**src/rtl/ov7670_rgb444_tx.sv**
```systemverilog
// OV7670-style RGB444 byte source: takes 12-bit pixels over valid/ready and
// emits {4'h0,R} then {G,B} per pixel with HREF/VSYNC framing.
module ov7670_rgb444_tx #(
  parameter int H_ACTIVE    = 640,
  parameter int V_ACTIVE    = 480,
  parameter int H_BLANK     = 144,
  parameter int VSYNC_LINES = 3,
  parameter int V_BACK      = 17,
  parameter int V_FRONT     = 10
) (
  input  logic        PCLK,
  input  logic        RST,
  input  logic        i_enable,
  input  logic [11:0] i_RGB_444,
  input  logic        i_valid,
  output logic        o_ready,
  output logic [7:0]  o_byte,
  output logic        HREF,
  output logic        VSYNC,
  output logic        o_frame_done,
  output logic        o_underflow
);

  localparam int LINE  = 2 * H_ACTIVE + H_BLANK;
  localparam int BW    = $clog2(LINE);
  localparam int VM_A  = (VSYNC_LINES > V_BACK) ? VSYNC_LINES : V_BACK;
  localparam int VM_B  = (V_ACTIVE > V_FRONT) ? V_ACTIVE : V_FRONT;
  localparam int VMAX  = (VM_A > VM_B) ? VM_A : VM_B;
  localparam int LW    = $clog2(VMAX + 1);

  localparam logic [BW-1:0] LINE_END = BW'(LINE - 1);
  localparam logic [BW-1:0] ACT_END  = BW'(2 * H_ACTIVE - 1);
  localparam logic [BW-1:0] HB_END   = BW'(H_BLANK - 1);
  localparam logic [LW-1:0] VS_END   = LW'(VSYNC_LINES - 1);
  localparam logic [LW-1:0] VB_END   = LW'(V_BACK - 1);
  localparam logic [LW-1:0] VA_END   = LW'(V_ACTIVE - 1);
  localparam logic [LW-1:0] VF_END   = LW'(V_FRONT - 1);

  typedef enum logic [2:0] {
    S_IDLE, S_VSYNC, S_VBACK, S_BYTE0, S_BYTE1, S_HBLANK, S_VFRONT
  } state_t;

  state_t        state_reg, state_next;
  logic [BW-1:0] byte_cnt_reg, byte_cnt_next;
  logic [LW-1:0] line_cnt_reg, line_cnt_next;
  logic [11:0]   pixel_reg;
  logic [11:0]   in_pixel;
  logic          ready_next, href_next, vsync_next, done_next;
  logic [7:0]    byte_out_next;

  // A missing pixel is replaced by black so timing never stalls
  assign in_pixel = i_valid ? i_RGB_444 : 12'h000;

  // State and counter registers
  always_ff @(posedge PCLK or posedge RST) begin
    if (RST) begin
      state_reg    <= S_IDLE;
      byte_cnt_reg <= '0;
      line_cnt_reg <= '0;
    end else begin
      state_reg    <= state_next;
      byte_cnt_reg <= byte_cnt_next;
      line_cnt_reg <= line_cnt_next;
    end
  end

  // Next-state and counter logic; the byte counter spans a whole active line
  // across BYTE0/BYTE1 and restarts at every line/blank boundary
  always_comb begin
    state_next    = state_reg;
    byte_cnt_next = byte_cnt_reg + 1'b1;
    line_cnt_next = line_cnt_reg;
    case (state_reg)
      S_IDLE: begin
        byte_cnt_next = '0;
        if (i_enable) state_next = S_VSYNC;
      end
      S_VSYNC: begin
        if (byte_cnt_reg == LINE_END) begin
          byte_cnt_next = '0;
          if (line_cnt_reg == VS_END) begin
            state_next    = S_VBACK;
            line_cnt_next = '0;
          end else begin
            line_cnt_next = line_cnt_reg + 1'b1;
          end
        end
      end
      S_VBACK: begin
        if (byte_cnt_reg == LINE_END) begin
          byte_cnt_next = '0;
          if (line_cnt_reg == VB_END) begin
            state_next    = S_BYTE0;
            line_cnt_next = '0;
          end else begin
            line_cnt_next = line_cnt_reg + 1'b1;
          end
        end
      end
      S_BYTE0: state_next = S_BYTE1;
      S_BYTE1: begin
        if (byte_cnt_reg == ACT_END) begin
          state_next    = S_HBLANK;
          byte_cnt_next = '0;
        end else begin
          state_next = S_BYTE0;
        end
      end
      S_HBLANK: begin
        if (byte_cnt_reg == HB_END) begin
          byte_cnt_next = '0;
          if (line_cnt_reg == VA_END) begin
            state_next    = S_VFRONT;
            line_cnt_next = '0;
          end else begin
            state_next    = S_BYTE0;
            line_cnt_next = line_cnt_reg + 1'b1;
          end
        end
      end
      S_VFRONT: begin
        if (byte_cnt_reg == LINE_END && line_cnt_reg == VF_END) begin
          byte_cnt_next = '0;
          line_cnt_next = '0;
          state_next    = i_enable ? S_VSYNC : S_IDLE;
        end else if (byte_cnt_reg == LINE_END) begin
          byte_cnt_next = '0;
          line_cnt_next = line_cnt_reg + 1'b1;
        end
      end
      default: begin
        state_next    = S_IDLE;
        byte_cnt_next = '0;
        line_cnt_next = '0;
      end
    endcase
  end

  // Output decode from the upcoming state so every output is a flop;
  // ready looks one cycle further ahead to flag the cycle before BYTE0
  always_comb begin
    href_next  = (state_next == S_BYTE0) || (state_next == S_BYTE1);
    vsync_next = (state_next == S_VSYNC);
    done_next  = (state_next == S_VFRONT) && (line_cnt_next == VF_END) &&
                 (byte_cnt_next == LINE_END);
    ready_next = ((state_next == S_VBACK) && (byte_cnt_next == LINE_END) &&
                  (line_cnt_next == VB_END)) ||
                 ((state_next == S_BYTE1) && (byte_cnt_next != ACT_END)) ||
                 ((state_next == S_HBLANK) && (byte_cnt_next == HB_END) &&
                  (line_cnt_next != VA_END));
    case (state_next)
      S_BYTE0: byte_out_next = {4'h0, in_pixel[11:8]};
      S_BYTE1: byte_out_next = pixel_reg[7:0];
      default: byte_out_next = 8'h00;
    endcase
  end

  // Registered outputs
  always_ff @(posedge PCLK or posedge RST) begin
    if (RST) begin
      o_ready      <= 1'b0;
      o_byte       <= 8'h00;
      HREF         <= 1'b0;
      VSYNC        <= 1'b0;
      o_frame_done <= 1'b0;
    end else begin
      o_ready      <= ready_next;
      o_byte       <= byte_out_next;
      HREF         <= href_next;
      VSYNC        <= vsync_next;
      o_frame_done <= done_next;
    end
  end

  // Pixel latch on the handshake edge, with sticky underflow on a missing pixel
  always_ff @(posedge PCLK or posedge RST) begin
    if (RST) begin
      pixel_reg   <= 12'h000;
      o_underflow <= 1'b0;
    end else if (o_ready) begin
      pixel_reg <= in_pixel;
      if (!i_valid) o_underflow <= 1'b1;
    end
  end

endmodule
```
**config.mk**
```make
export PLATFORM = sky130hd
export DESIGN_NAME = ov7670_rgb444_tx
export DESIGN_NICKNAME = d
export VERILOG_FILES = /design/src/rtl/ov7670_rgb444_tx.sv
export SDC_FILE = /design/constraint.sdc
export NUM_CORES = 1
export LEC_CHECK = 0
export ABC_CLOCK_PERIOD_IN_PS = 3860
export BUFFER_PORTS_ARGS = -buffer_cell sky130_fd_sc_hd__buf_4
export CAP_MARGIN = 30
export CORE_ASPECT_RATIO = 0.9
export CORE_MARGIN = 2
export CORE_UTILIZATION = 60
export DETAILED_ROUTE_END_ITERATION = 6
export PLACE_DENSITY = 0.86
export SLEW_MARGIN = 20
export SYNTH_ARGS = -nofsm -noshare
export SYNTH_HDL_FRONTEND = slang
export SYNTH_SLANG_ARGS = --single-unit
```
**constraint.sdc**
```tcl
create_clock -name PCLK -period 3.86 [get_ports PCLK]
set_input_delay 0.193 -clock PCLK [delete_from_list [all_inputs] [get_ports PCLK]]
set_output_delay 0.193 -clock PCLK [all_outputs]
set_load 0.01 [all_outputs]
```
# Word-level counts from Yosys, hierarchy flattened
# Cells that the tools add are included.
# word_totals
reg_bits,44
# classes
add_sub_neg,2
n_eq_ne,25
n_mux,27
bitwise_logic,1
n_reduce_logical,15
# op_table
operator,count
$mux 9,8
$pmux 11 s5,1
$pmux 9 s5,1
$mux 11,4
$eq 11x11->1 const B,3
$mux 3,9
$eq 11x8->1 const B,2
$pmux 3 s7,1
$eq 3x3->1 const B,6
$eq 9x4->1 const B,2
$eq 9x5->1 const B,2
$pmux 8 s2,1
$eq 3x2->1 const B,4
$mux 12,1
$add 11x1->11 const B,1
$ne 11x11->1 const B,1
$add 9x1->9 const B,1
$eq 9x2->1 const B,1
$eq 9x9->1 const B,1
$ne 9x9->1 const B,1
$logic_and 1x1->1,8
$eq 3x1->1 const B,2
$logic_not 3->1,1
$logic_or 1x1->1,3
other kinds (5),5

# Longest topological paths before layout
# depth
ltp_word,9
depth_mapped,11
ltp_nobuf,11

# Worst setup path after synthesis
# OpenSTA, ideal clock, no wires.
# synth_timing
path_type,reg2reg
startpoint,register line_cnt_reg[1]
endpoint,register o_ready
arrival_time_ns,2.381
required_time_ns,3.731
setup_slack_ns,1.349
path_stages_with_launch,10
cell_sequence,dfrtp_1 ha_1 nand4_2 or4_1 a32o_2 a2111oi_4 a21o_2 o211ai_1 o31ai_1 nand3_1
# synth_between
elab_chain_cells,9
word_cells_on_any_way,40
# synth_lines
element,line,source
"start, declared",45,"logic [LW-1:0] line_cnt_reg, line_cnt_next;"
"start signal, assigned",63,line_cnt_reg <= line_cnt_next;
"parallel branches: the longest is 8 deep, another holds $add 9x1->9",-,
$logic_or 1x1->1 (*),148,((state_next == S_BYTE1) && (byte_cnt_next != ACT_END)) ||
net ready_next,48,"logic ready_next, href_next, vsync_next, done_next;"
"end signal, assigned",167,o_ready <= ready_next;
"end, declared",16,"output logic o_ready,"
# Mark *: on every way through the listed nets, which the timed path passes.
# A chain may end at the register's enable or synchronous reset.

# Final worst setup path
# layout_timing
startpoint,register state_reg[1]
endpoint,register o_ready
# layout_between
word_cells_on_any_way,34
# layout_rtl
element,line,source
"start, declared",43,"state_t state_reg, state_next;"
"start signal, assigned",61,state_reg <= state_next;
$eq 3x3->1 (tied with other cells),73,case (state_reg)
$pmux 3 s7 (*),73,
net state_next[2],43,
$eq 3x2->1,146,ready_next = ((state_next == S_VBACK) && (byte_cnt_next == LINE_END) &&
$logic_and 1x1->1 (2 in series),146,
$logic_or 1x1->1,147,(line_cnt_next == VB_END)) ||
$logic_or 1x1->1 (*),148,
net ready_next,48,
# The timed path passes the listed nets; every way through them passes the cells marked *.

==> run_results.csv <==
group,metric,value,unit
power_and_ir_drop,p_clk_share,42.9,%
place,gp_congestion,0.924,
cts,clkLatencyLatePin,0.30,ns
synth,avgSynthCellArea,9.13,µm²
synth,synth_top_area_share,38.8,%
sta,fmax,0.330,GHz
floorplanning,start_util,62.9,%
sta,slew_headroom,30.8,%
flow_run,cap_viol_max_count,0,
sta,setup_violations,0,
route,ant_nets,0,
synth,synth_cells,311,
power_and_ir_drop,power.density,274,mW/mm²
layout,finalNetCount,354,
floorplanning,ios,29,
cts,post_cts_buffers,0,
cts,ctsResizeCount,0,
place,io_buffer_count,28,
sta,fin_crit_sh,78.5,%
synth,synth_area_leaders,"dfrtp_1, nand3_1, nor2_1",
synth,yosys_warnings,0,
sta,grt_setup_unrepaired,"false",
synth,synth_top_family_by_area,"simple AND/OR/NAND/NOR gates",
cts,cts_tree,"yes",
cts,clk_pin_slew,0.08,ns
floorplanning,chipHeight,69.3,µm
global_routing,grt.total_usage,26.3,%
synth,yosys.area.top_type,"dfrtp_1",
global_routing,antenna_found_initial,0,
synth,synth.area.mux_share,0,%
place,dp_hpwl,4.83,mm
route,drt_iter0_drc,248,
layout,largest_reg_flops,11,
synth,ys_seq_area_share,38.8,%
synth,ys_types,76,
floorplanning,coreArea,0.00452,mm²
layout,syn_to_final_growth,11.7,%
worst_setup_path,crit_type,"reg2reg",
sta,slew_viol_final,0,
power_and_ir_drop,p_comb_share,3.3,%
global_routing,grt_pass1_vias,2304,
synth,async_reset_ff_share,100,%
cts,ctsHoldBuffers,0,
worst_setup_path,cp_common_cell,"o31ai_1",
worst_setup_path,slowest_stage,"o31ai_1",
worst_setup_path,endpoint_kind,"flip-flop",
synth,synth_area,0.00284,mm²
cts,clockRootBuffer,"clkbuf_8",
global_routing,grt_pass1_wl,11.4,mm
worst_setup_path,crit_family,"compound AO/OA/AOI/OAI gates",
cts,cts_buffers,5,
route,route.detailed.drc,0,
sta,tns,0,ns
layout,fin_util,70.2,%
synth,synth-edff-count,0,
route,vias,2603,
synth,synth_fa_ha_area_share,2.20,%
sta,hold_viol,0,
sta,clock_skew,0.00455,ns
layout,finalNonFillerCells,396,
worst_setup_path,startpoint_type,"flip-flop",
cts,cts.sinks,44,
route,vias_per_cell,6.57,
worst_setup_path,cp_cell_sequence,"clkinv_1 -> a31oi_1 -> a41oi_1 -> o31ai_1 -> nor4bb_1 -> o31ai_1 -> nand3_1",
worst_setup_path,cp.arrival,3.27,ns
worst_setup_path,required,4.10,ns
sta,final.min_clock_period,3.03,ns
synth,synth_fp_nets,332,
place,dp_cells,388,
synth,synth_xor_area_share,3.70,%
power_and_ir_drop,switching_share,20.5,%
power_and_ir_drop,switchingPower,0.000178,W
sta,holdWs,0.0177,ns
layout,drive_gt1_share,19.5,%
power_and_ir_drop,p_int,0.000690,W
floorplanning,rows,23,
synth,synth_compound_area_share,19.2,%
route,dr.pass1.iters,5,
route,routedWlPerCell,17.2,µm
power_and_ir_drop,ir_worst_vdd,255,µV
outcome,status,"finished, final reports clean",
power_and_ir_drop,power.leakage,1.34,nW
layout,fillers,341,
worst_setup_path,cpPeakStageDelay,0.85,ns
global_routing,gr-total-overflow,0,
cts,cts_max_path_buffers,2,
floorplanning,dieArea,0.00530,mm²
layout,num_antenna_cells,0,
route,drt_wl_total,6.82,mm
sta,worstMarginPinSlew,1.03,ns
worst_hold_path,hp-class,"in2async",
cts,htree_levels,2,
synth,ys_ff_latch,44,
synth,yosys.area_share.simple,30.0,%
power_and_ir_drop,power_frac_seq,53.8,%
synth,ys.flop_type,"dfrtp_1",
floorplanning,floorplan.die.width,76.5,µm
worst_setup_path,path_max_fanout,14,
global_routing,grt_max_degree,45,
worst_setup_path,crit_buf_inv,1,
## power groups by stage
| stage | clock [W] | sequential [W] | combinational, W |
|---|---|---|---|
| floorplan | 0 | 0.000476 | 0.0000123 |
| global placement | 0 | 0.000476 | 0.0000284 |
| CTS | 0.000375 | 0.000467 | 0.0000291 |
| global route | 0.000394 | 0.000468 | 0.0000324 |
| finish | 0.000372 | 0.000467 | 0.0000283 |
| detailed placement | 0 | 0.000476 | 0.0000290 |
## area by class of cell
| cell class | count | area, µm² | area share (%) |
|---|---|---|---|
| clock buffer | 6 | 82.6 | 2.60 |
| clock inverter | 2 | 38.8 | 1.22 |
| inverter | 22 | 82.6 | 2.60 |
| multi-input combinational | 230 | 1570 | 49.3 |
| sequential | 44 | 1100 | 34.7 |
| tap | 62 | 77.6 | 2.44 |
| timing repair buffer | 30 | 225 | 7.10 |
## cell usage after synthesis (3+ instances only)
cell type  count
and4_1         3
a22o_1         4
a22oi_1        4
nor3_1        14
a41oi_1        4
dfrtp_1       44
inv_1         20
o21bai_1       3
a211oi_1       3
clkbuf_1       7
nor4_1         5
o31ai_1        4
and3_2         4
xnor2_1        6
o21ai_0       17
xor2_1         6
nor2_1        23
a31oi_1        5
or3_1          3
o211ai_1       3
nand2b_1       3
and3_1         3
a21oi_1        6
or4_1          3
nand3_1       27
nand2_1       17
ha_1           5
nand4_1        7
## layer usage
metal,share of wire [%],global-route usage (%)
met3,9.7,4.95
met2,44,40.3
met5,0,0
met4,2.4,7.07
met1,43,38.5
## worst paths after layout
check	startpoint	end	slack, ns	cells after the start
max	state_reg[1]	o_ready	0.83	7
min	RST	byte_cnt_reg[2]	0.02	3
max reg2reg	state_reg[1]	o_ready	0.83	7
min reg2reg	o_underflow	o_underflow	0.48	1
max in group asynchronous	RST	line_cnt_reg[8]	3.47	3
min in group PCLK	i_RGB_444[9]	o_byte[1]	0.11	2
## cell usage in the layout (no fill, tap or decap), types with 4 or more instances in the layout
cell,Yosys,final
o31ai_1,4,4
a41oi_1,4,4
inv_1,20,19
nand2_1,17,17
nor3_1,14,14
nand3_1,27,27
clkbuf_8,1,6
nand4_1,7,7
a22oi_1,4,4
a31oi_1,5,5
and3_2,4,4
nor2_1,23,23
o21ai_0,17,17
dfrtp_1,44,44
a22o_1,4,4
nor4_1,5,5
xor2_1,6,6
buf_4,2,30
a21oi_1,6,6
xnor2_1,6,6
ha_1,5,5
## worst reg2reg max path: cells and delay by family (launching register included)
kind,cells,cell delay (ns)
compound gates,4,1.43
buf+inv,1,0.42
flops,1,0.61
simple gates,2,0.50
## kinds of logic after synthesis
logic type / after synthesis
DFF: 44
adders and majority gates: 5
AOI/OAI and AO/OA: 73
xor gates and xnor gates: 12
and+or+nand+nor: 140
buffers and inverters: 37
## per-stage QoR
step	total power [W]	area, µm²	setup slack (ns)
2_1_floorplan	0.000488	2840	1.35
3_3_place_gp	0.000505	3050	1.05
3_5_place_dp	0.000505	3050	0.904
4_1_cts	0.000871	3170	0.943
5_1_grt	0.000894	3170	0.688
6_report	0.000868	3170	0.828
No activity file was read; power rests on OpenSTA's default activity.
